<file path="src/rtl/carregador_matrizes.sv">
// Matrix loader: fetches two n x n byte matrices (n = 1..5) from memory, one
// element per read, and packs them row-major into 200-bit buses with zero padding.
module carregador_matrizes #(
  parameter int unsigned ADDR_W = 8
) (
  input  logic              clk,
  input  logic              rst_n,
  input  logic              start_carga,
  input  logic [ADDR_W-1:0] base_a,
  input  logic [ADDR_W-1:0] base_b,
  input  logic [2:0]        tamanho,
  output logic              mem_rd,
  output logic [ADDR_W-1:0] mem_addr,
  input  logic [7:0]        mem_data,
  input  logic              mem_valid,
  output logic [199:0]      matrizA,
  output logic [199:0]      matrizB,
  output logic              busy,
  output logic              done_carga,
  output logic              erro
);

  typedef enum logic [1:0] {IDLE, REQ, WAIT, DONE} state_t;

  state_t            state, state_nx;
  logic [2:0]        n_q, row, col;
  logic              sel_b, err_q;
  logic [ADDR_W-1:0] base_b_q;
  logic              size_ok, last_col, last_row, last_elem;
  logic [7:0]        pos;

  assign size_ok   = (tamanho != 3'd0) && (tamanho <= 3'd5);
  assign last_col  = (col == n_q - 3'd1);
  assign last_row  = (row == n_q - 3'd1);
  assign last_elem = last_col && last_row;
  assign pos       = 8'(row) * 8'd40 + 8'(col) * 8'd8;

  assign mem_rd     = (state == REQ);
  assign busy       = (state == REQ) || (state == WAIT);
  assign done_carga = (state == DONE);
  assign erro       = (state == DONE) && err_q;

  // State register.
  always_ff @(posedge clk or negedge rst_n) begin
    if (!rst_n) state <= IDLE;
    else        state <= state_nx;
  end

  // Next-state logic: one REQ/WAIT pair per element, A then B.
  always_comb begin
    state_nx = state;
    case (state)
      IDLE:    if (start_carga) state_nx = size_ok ? REQ : DONE;
      REQ:     state_nx = WAIT;
      WAIT:    if (mem_valid) state_nx = (last_elem && sel_b) ? DONE : REQ;
      DONE:    state_nx = IDLE;
      default: state_nx = IDLE;
    endcase
  end

  // Datapath: latch request, pack returned bytes, step element indices.
  // Compact row-major storage makes each address the previous one plus 1,
  // so a running pointer replaces base + r*n + c; it reloads with base_b
  // when matrix A completes.
  always_ff @(posedge clk or negedge rst_n) begin
    if (!rst_n) begin
      n_q      <= '0;
      row      <= '0;
      col      <= '0;
      sel_b    <= 1'b0;
      err_q    <= 1'b0;
      base_b_q <= '0;
      mem_addr <= '0;
      matrizA  <= '0;
      matrizB  <= '0;
    end else begin
      case (state)
        IDLE: if (start_carga) begin
          n_q      <= tamanho;
          base_b_q <= base_b;
          mem_addr <= base_a;
          matrizA  <= '0;
          matrizB  <= '0;
          err_q    <= !size_ok;
          row      <= '0;
          col      <= '0;
          sel_b    <= 1'b0;
        end
        WAIT: if (mem_valid) begin
          if (sel_b) matrizB[pos +: 8] <= mem_data;
          else       matrizA[pos +: 8] <= mem_data;
          if (!last_col) begin
            col <= col + 3'd1;
          end else begin
            col <= '0;
            if (!last_row) begin
              row <= row + 3'd1;
            end else begin
              row   <= '0;
              sel_b <= 1'b1;
            end
          end
          mem_addr <= (last_elem && !sel_b) ? base_b_q : mem_addr + ADDR_W'(1);
        end
        default: ;
      endcase
    end
  end

endmodule

</file>
<file path="config.mk">
export PLATFORM = sky130hd
export DESIGN_NAME = carregador_matrizes
export DESIGN_NICKNAME = d
export VERILOG_FILES = /design/src/rtl/carregador_matrizes.sv
export SDC_FILE = /design/constraint.sdc
export NUM_CORES = 1
export LEC_CHECK = 0
export BUFFER_PORTS_ARGS = -buffer_cell sky130_fd_sc_hd__buf_2
export CAP_MARGIN = 20
export CORE_ASPECT_RATIO = 0.9
export CORE_MARGIN = 8
export CORE_UTILIZATION = 49
export CTS_CLUSTER_DIAMETER = 40
export DETAILED_ROUTE_END_ITERATION = 8
export PLACE_DENSITY = 0.77
export REMOVE_ABC_BUFFERS = 1
export SLEW_MARGIN = 20
export SYNTH_ARGS = -nofsm -noshare
export SYNTH_HDL_FRONTEND = slang
export SYNTH_SLANG_ARGS = --single-unit
</file>
<file path="constraint.sdc">
create_clock -name clk -period 3.4 [get_ports clk]
set_clock_uncertainty 0.2 [all_clocks]
set_input_delay 0.17 -clock clk [delete_from_list [all_inputs] [get_ports clk]]
set_output_delay 0.17 -clock clk [all_outputs]
set_load 0.02 [all_outputs]
</file>
After elaboration in Yosys (flattened, before gate mapping)
Index checks and enable logic that the tools add are counted.
{"block": "op_classes", "n_addsub": 6, "n_mul": 1, "order_cmp": 1, "n_eq_ne": 11, "n_shift": 2, "muxes": 31, "n_reduce_logical": 18}
{"cell": "200-bit two-way mux", "count": 5}
{"cell": "200-bit case mux with 2 select lines", "count": 2}
{"cell": "200-bit bitwise mux", "count": 2}
{"cell": "8-bit by 10-bit variable shift with 200-bit output (first input constant)", "count": 1}
{"cell": "8-bit by 10-bit variable part select with 200-bit output", "count": 1}
{"cell": "8-bit two-way mux", "count": 3}
{"cell": "3-bit two-way mux", "count": 6}
{"cell": "8-bit case mux with 2 select lines", "count": 1}
{"cell": "2-bit != test (second input constant)", "count": 6}
{"cell": "3-bit case mux with 2 select lines", "count": 2}
{"cell": "4-bit AND reduction", "count": 3}
{"cell": "8-bit negation with 10-bit output", "count": 1}
{"cell": "8-bit by 1-bit adder with 8-bit output (second input constant)", "count": 1}
{"cell": "8-bit by 6-bit adder with 8-bit output", "count": 1}
{"cell": "2-bit two-way mux", "count": 4}
{"cell": "2-bit case mux with 4 select lines", "count": 1}
{"cell": "3-bit by 1-bit adder with 3-bit output (second input constant)", "count": 2}
{"cell": "3-bit == test", "count": 2}
{"cell": "1-bit logical AND", "count": 5}
{"cell": "3-bit by 3-bit multiplier with 5-bit output (second input constant)", "count": 1}
{"cell": "5-bit AND reduction", "count": 1}
{"cell": "2-bit == test (second input constant)", "count": 2}
{"cell": "1-bit two-way mux", "count": 4}
{"cell": "2-bit AND reduction", "count": 2}
{"cell": "10 further kinds", "count": 11}
{"block": "totals", "register_bits": 429, "input_bits": 31, "output_inout_bits": 412, "word_cells": 80}

Logic depth before layout (Yosys ltp)
{"block": "depth", "depth_word": 8, "depth_mapped": 13, "ltp_nobuf": 10}

Least setup slack after synthesis
OpenSTA, ideal clock, no wires.
{"block": "synth_timing", "path_type": "register to register", "from": "register row[0]", "to": "register matrizA[164]", "setup_ns": 0.129, "t_arrival_ns": 3.257, "t_required_ns": 3.071, "setup_slack_ns": -0.186, "stages_incl_launch_ff": 14, "path_buffers": 3, "period_less_slack_ns": 3.586, "path_cell_list": "dfrtp_1 -> ha_1 -> fa_1 -> inv_1 -> ha_1 -> buf_2 -> xor3_1 -> nor3_1 -> and2_1 -> clkbuf_1 -> nand2_1 -> o21a_1 -> clkbuf_1 -> o2bb2ai_1"}
{"block": "synth_between", "elab_chain_len": 8, "word_cells_on_any_way": 9, "classes_between": "add/sub (2); mul (1); shift (2); mux (4)"}
{"element": "from (decl)", "line": "26", "text": "logic [2:0] n_q, row, col;"}
{"element": "from (signal assigned)", "line": "97", "text": "row <= row + 3'd1;"}
{"element": "3-bit by 3-bit multiplier with 5-bit output (*)", "line": "36", "text": "assign pos = 8'(row) * 8'd40 + 8'(col) * 8'd8;"}
{"element": "8-bit by 6-bit adder with 8-bit output (*)", "line": "36"}
{"element": "8-bit negation with 10-bit output (*)", "line": "91", "text": "else matrizA[pos +: 8] <= mem_data;"}
{"element": "8-bit by 10-bit variable part select with 200-bit output / 8-bit by 10-bit variable shift with 200-bit output (equally long branches)", "line": "91"}
{"element": "200-bit bitwise mux (*)", "line": "91"}
{"element": "200-bit two-way mux (*)", "line": "90", "text": "if (sel_b) matrizB[pos +: 8] <= mem_data;"}
{"element": "200-bit two-way mux (*)", "line": "89", "text": "WAIT: if (mem_valid) begin"}
{"element": "200-bit case mux with 2 select lines (*)", "line": "77", "text": "case (state)"}
{"element": "to (signal, indexed assignment)", "line": "91"}
{"element": "to (decl)", "line": "16", "text": "output logic [199:0] matrizA,"}
Mark *: on every way between the ends. The rest lies on a longest branch, timed or not. The select of a mux whose other input is x is not followed.
A chain may end at the register's enable or synchronous reset.

Final worst setup path
{"block": "layout_timing", "from": "register row[0]", "to": "register matrizB[70]"}
{"block": "layout_between", "elab_chain_len": 8, "word_cells_on_any_way": 9, "classes_between": "add/sub (2); mul (1); shift (2); mux (4)"}
{"element": "3-bit by 3-bit multiplier with 5-bit output (*)", "line": "36"}
{"element": "8-bit by 6-bit adder with 8-bit output (*)", "line": "36"}
{"element": "8-bit negation with 10-bit output (*)", "line": "90"}
{"element": "8-bit by 10-bit variable part select with 200-bit output / 8-bit by 10-bit variable shift with 200-bit output (equally long branches)", "line": "90"}
{"element": "200-bit bitwise mux (*)", "line": "90"}
{"element": "200-bit two-way mux (*)", "line": "90"}
{"element": "200-bit two-way mux (*)", "line": "89"}
{"element": "200-bit case mux with 2 select lines (*)", "line": "77"}
{"element": "to (signal, indexed assignment)", "line": "90"}
{"element": "to (decl)", "line": "17", "text": "output logic [199:0] matrizB,"}
Marked as above.

==> metrics.md <==
| Metric | Value |
|---|---|
| Post-DP Area | roughly 22000 µm² |
| Int Pwr | 11.3 mW |
| Final worst-path cycle share | 97.2% |
| Port Buffer Count | 442 |
| Worst Tran Pin Value | 911 ps |
| #FFs+latches synth | approximately 430 |
| Min Tclk post-route | between 3000 and 4000 ps |
| Vias | 15400 |
| Post-route setup TNS | 0 ps |
| Clk_lat worst skew | 570 ps |
| Clock tree buffer depth | 3 |
| Clk network pwr share | 30.2% |
| Sequential fraction of the synthesis area | 58.6% |
| First-pass GRT wire length | 95.3 mm |
| R2r worst-path depth | 10 |
| Post-Syn Instances | 1603 |
| Seq pwr share | between 30% and 40% |
| Pin count of the biggest net entering global routing | 108 |
| Layout cell share with drive strength beyond 1 | between 30% and 40% |
| Logic pwr share | approximately two fifths |
| Final Hold Viols | 0 |
| Num CTS Buffers | 52 |
| Fin nets | around 2200 |
| Sw frac | 40.5% |
| Final WS setup | 94.6 ps |
| Ports | 443 |
| Hold WS | between 60 and 70 ps |
| # setup viols final | 0 |
| CP Capture Type | register |
| Max Clock Freq | 303 MHz |
| Finished Cell Area | ~24000 µm² |
| Share of the synthesized area in the top cell type | between 50% and 60% |
| Vias per inst | 5.76 |
| Clk sinks | 429 |
| Area contributors post-synth | dfrtp_1 (59%), mux2i_1 (13%), nand2_1 (6.8%) |
| Synth Flop Type | dfrtp_1 |
| Routed Wire Length | ~63 mm |
| Initial drt markers | 1246 |
| Die area | 43800 µm² |
| Fillers | 2772 |
| Clock transition at the registers of the reported paths | 60 ps |
| Total power draw | 19.0 mW |
| Depth of the CTS H-tree | 2 |
| Final Wtd Congestion | 0.835 |
| Routed Antenna Nets | 0 |
| Initial antenna violation count | 0 |
| Length of routed wiring on met1 | 26.2 mm |
| Routed wire length per instance | 23.5 µm |
| Crit path DAT | 3570 ps |
| Initial core utilization | roughly half |
| ANT cells | 0 |
| Crit Path Category | register to register |
| Async SR Flop Fraction | 100% |
| CTS tree | done |
| Slew HR | 39.3% |
| Vias in the first global route | 15900 |
| Die H | about 200 µm |
| Final-report max-slew violation count | 0 |
| Leak pwr | 13.4 nW |
| CP Capture Point | matrizB[70] |
| Final cell count without fillers | 2670 |
| Inst Count DP | around 2500 |
| CP max FO | 8 |
| Number of flops mapped to enable cells by yosys | 0 |
| Root buf cell | clkbuf_16 |
| Status | completed |
| Overflow after GRT | 0 |
| Layout area overhead | 32.1% |
| Area leader, netlist | dfrtp_1 |
| Metal2 WL | 28.9 mm |
| Peak VDD IR | 0.711 mV |
| P_sw | 7.71 mW |
| Power Density | 787 nW/µm² |
| Critical Path Source | row[0] |
| R2R Setup Slk | ~95 ps |
| Fin util | 65.3% |
| Worst Hold Class | input port to async pin |
| Detailed-route DRC error count | 0 |
| Uppermost layer routed | met4 |
| Req. time, crit path | approximately 3700 ps |
| Total track usage | 27.9% |
| Die Wd | 220 µm |
| Synth Warn # | 0 |
| Setup WS pre-CTS | -115 ps |
| Reg2reg start | row[0] |
| WL met3 | ~5.3 mm |
| Core area | 37100 µm² |
| Hpwl dp | 43.4 mm |
| Row cnt | 67 |
| Startpoint types | register |
| Pre-Repair DR Iteration Count | 5 |
| Worst R2R End | matrizB[70] |
| Syn avg cell area | 11.4 µm² |
| Max-Cap Viols | 0 |
| Synth unique cells | approximately 60 |
| Post-synthesis cell area | 18300 µm² |
==> layout by cell type, fill, tap and decap left out, types with 9 or more instances in the layout <==
cell / Yosys / routed
a22oi_1: 33 / 33
nor2_1: 62 / 60
nand3_2: 17 / 17
nor3_1: 12 / 11
nand2_2: 4 / 9
a21oi_1: 16 / 11
nand2_1: 330 / 324
clkbuf_16: 0 / 52
mux2_2: 11 / 11
xnor2_1: 13 / 13
mux2i_1: 232 / 232
dlygate4sd3_1: 0 / 32
nand3_1: 33 / 32
o21ai_0: 70 / 68
dfrtp_1: 429 / 429
a32o_1: 9 / 9
buf_12: 0 / 22
buf_2: 11 / 441
o2bb2ai_1: 45 / 45
inv_1: 18 / 17
a22o_1: 61 / 61
buf_4: 2 / 90
o22ai_1: 15 / 14
ha_1: 15 / 12
==> layout make-up <==
type,count,area [µm²],share of cell area [%]
clock buffers,65,1420,5.87
clock inverters,29,395,1.63
inverters,18,67.6,0.279
multi-input cells,1058,7290,30.1
flip-flops and latches,429,10700,44.4
well taps,483,604,2.50
repair buffers,588,3680,15.2
==> critical path: stages (launching register included) <==
cell      delay (ps)
dfrtp_1          400
ha_2             230
fa_2             580
nor2_1           110
a221o_1          360
a2111o_1         390
buf_4            180
a31oi_4          160
buf_6            170
o21ai_2          130
a22o_1           290
==> cells in the mapped netlist, drive strengths merged (7+ instances only) <==
library cell and count:
dfrtp 429, nand2 334, mux2i 232, clkbuf 79, o21ai 74, nor2 63
a22o 61, nand3 50, o2bb2ai 45, a22oi 33, buf 19, inv 18
a21oi 16, ha 15, o22ai 15, nor3 14, xnor2 13, a31oi 11
mux2 11, a32o 9, and2 7, nand2b 7
==> worst min path at each step <==
stage | to | slack [ps] | cells after the start
floorplan | base_b_q[0] | -330 | 0
global placement | matrizA[140] | 110 | 1
detailed placement | matrizA[12] | 120 | 1
CTS | matrizA[12] | 100 | 2
global route | matrizA[12] | 140 | 2
finish | matrizA[12] | 70 | 2
==> power groups by stage <==
stage	sequential, mW	combinational (mW)	clock [mW]
after floorplan	6.18	3.26	0
after global routing	5.88	7.93	6.05
after CTS	5.83	7.20	5.83
after detailed placement	5.91	7.07	0
after global placement	5.90	6.92	0
final	5.84	7.45	5.75
==> logic make-up after synthesis <==
family | synth area share, %
compound gates | 11.6
xor+xnor | 1.16
fa+ha+maj | 1.13
buf+inv | 2.55
flops | 58.6
mux | 13.4
simple gates | 11.6
==> repair_timing <==
action / 4_1_cts / 5_1_grt
setup endpoints to repair: 74 / 310
hold buffers: 32 / 0
endpoints found under the hold margin: 232 / 0
buffers inserted: 2 / 2
resized for setup: 8 / 28
pin swaps: 4 / 1
==> registers in the layout, indices dropped and copies added (netlist names) <==
register / count
n_q: 3
row: 3
state: 2
matrizA: 200
matrizB: 200
sel_b: 1
col: 3
err_q: 1
mem_addr: 8
base_b_q: 8
==> metal layers <==
layer / up-vias / GRT usage [%]
li1: 6742 / -
met1: 7803 / 37.7
met2: 709 / 43.9
met3: 130 / 6.28
met4: 0 / 10.4
met5: - / 0
Note: power is estimated with default switching activity, not from simulation.
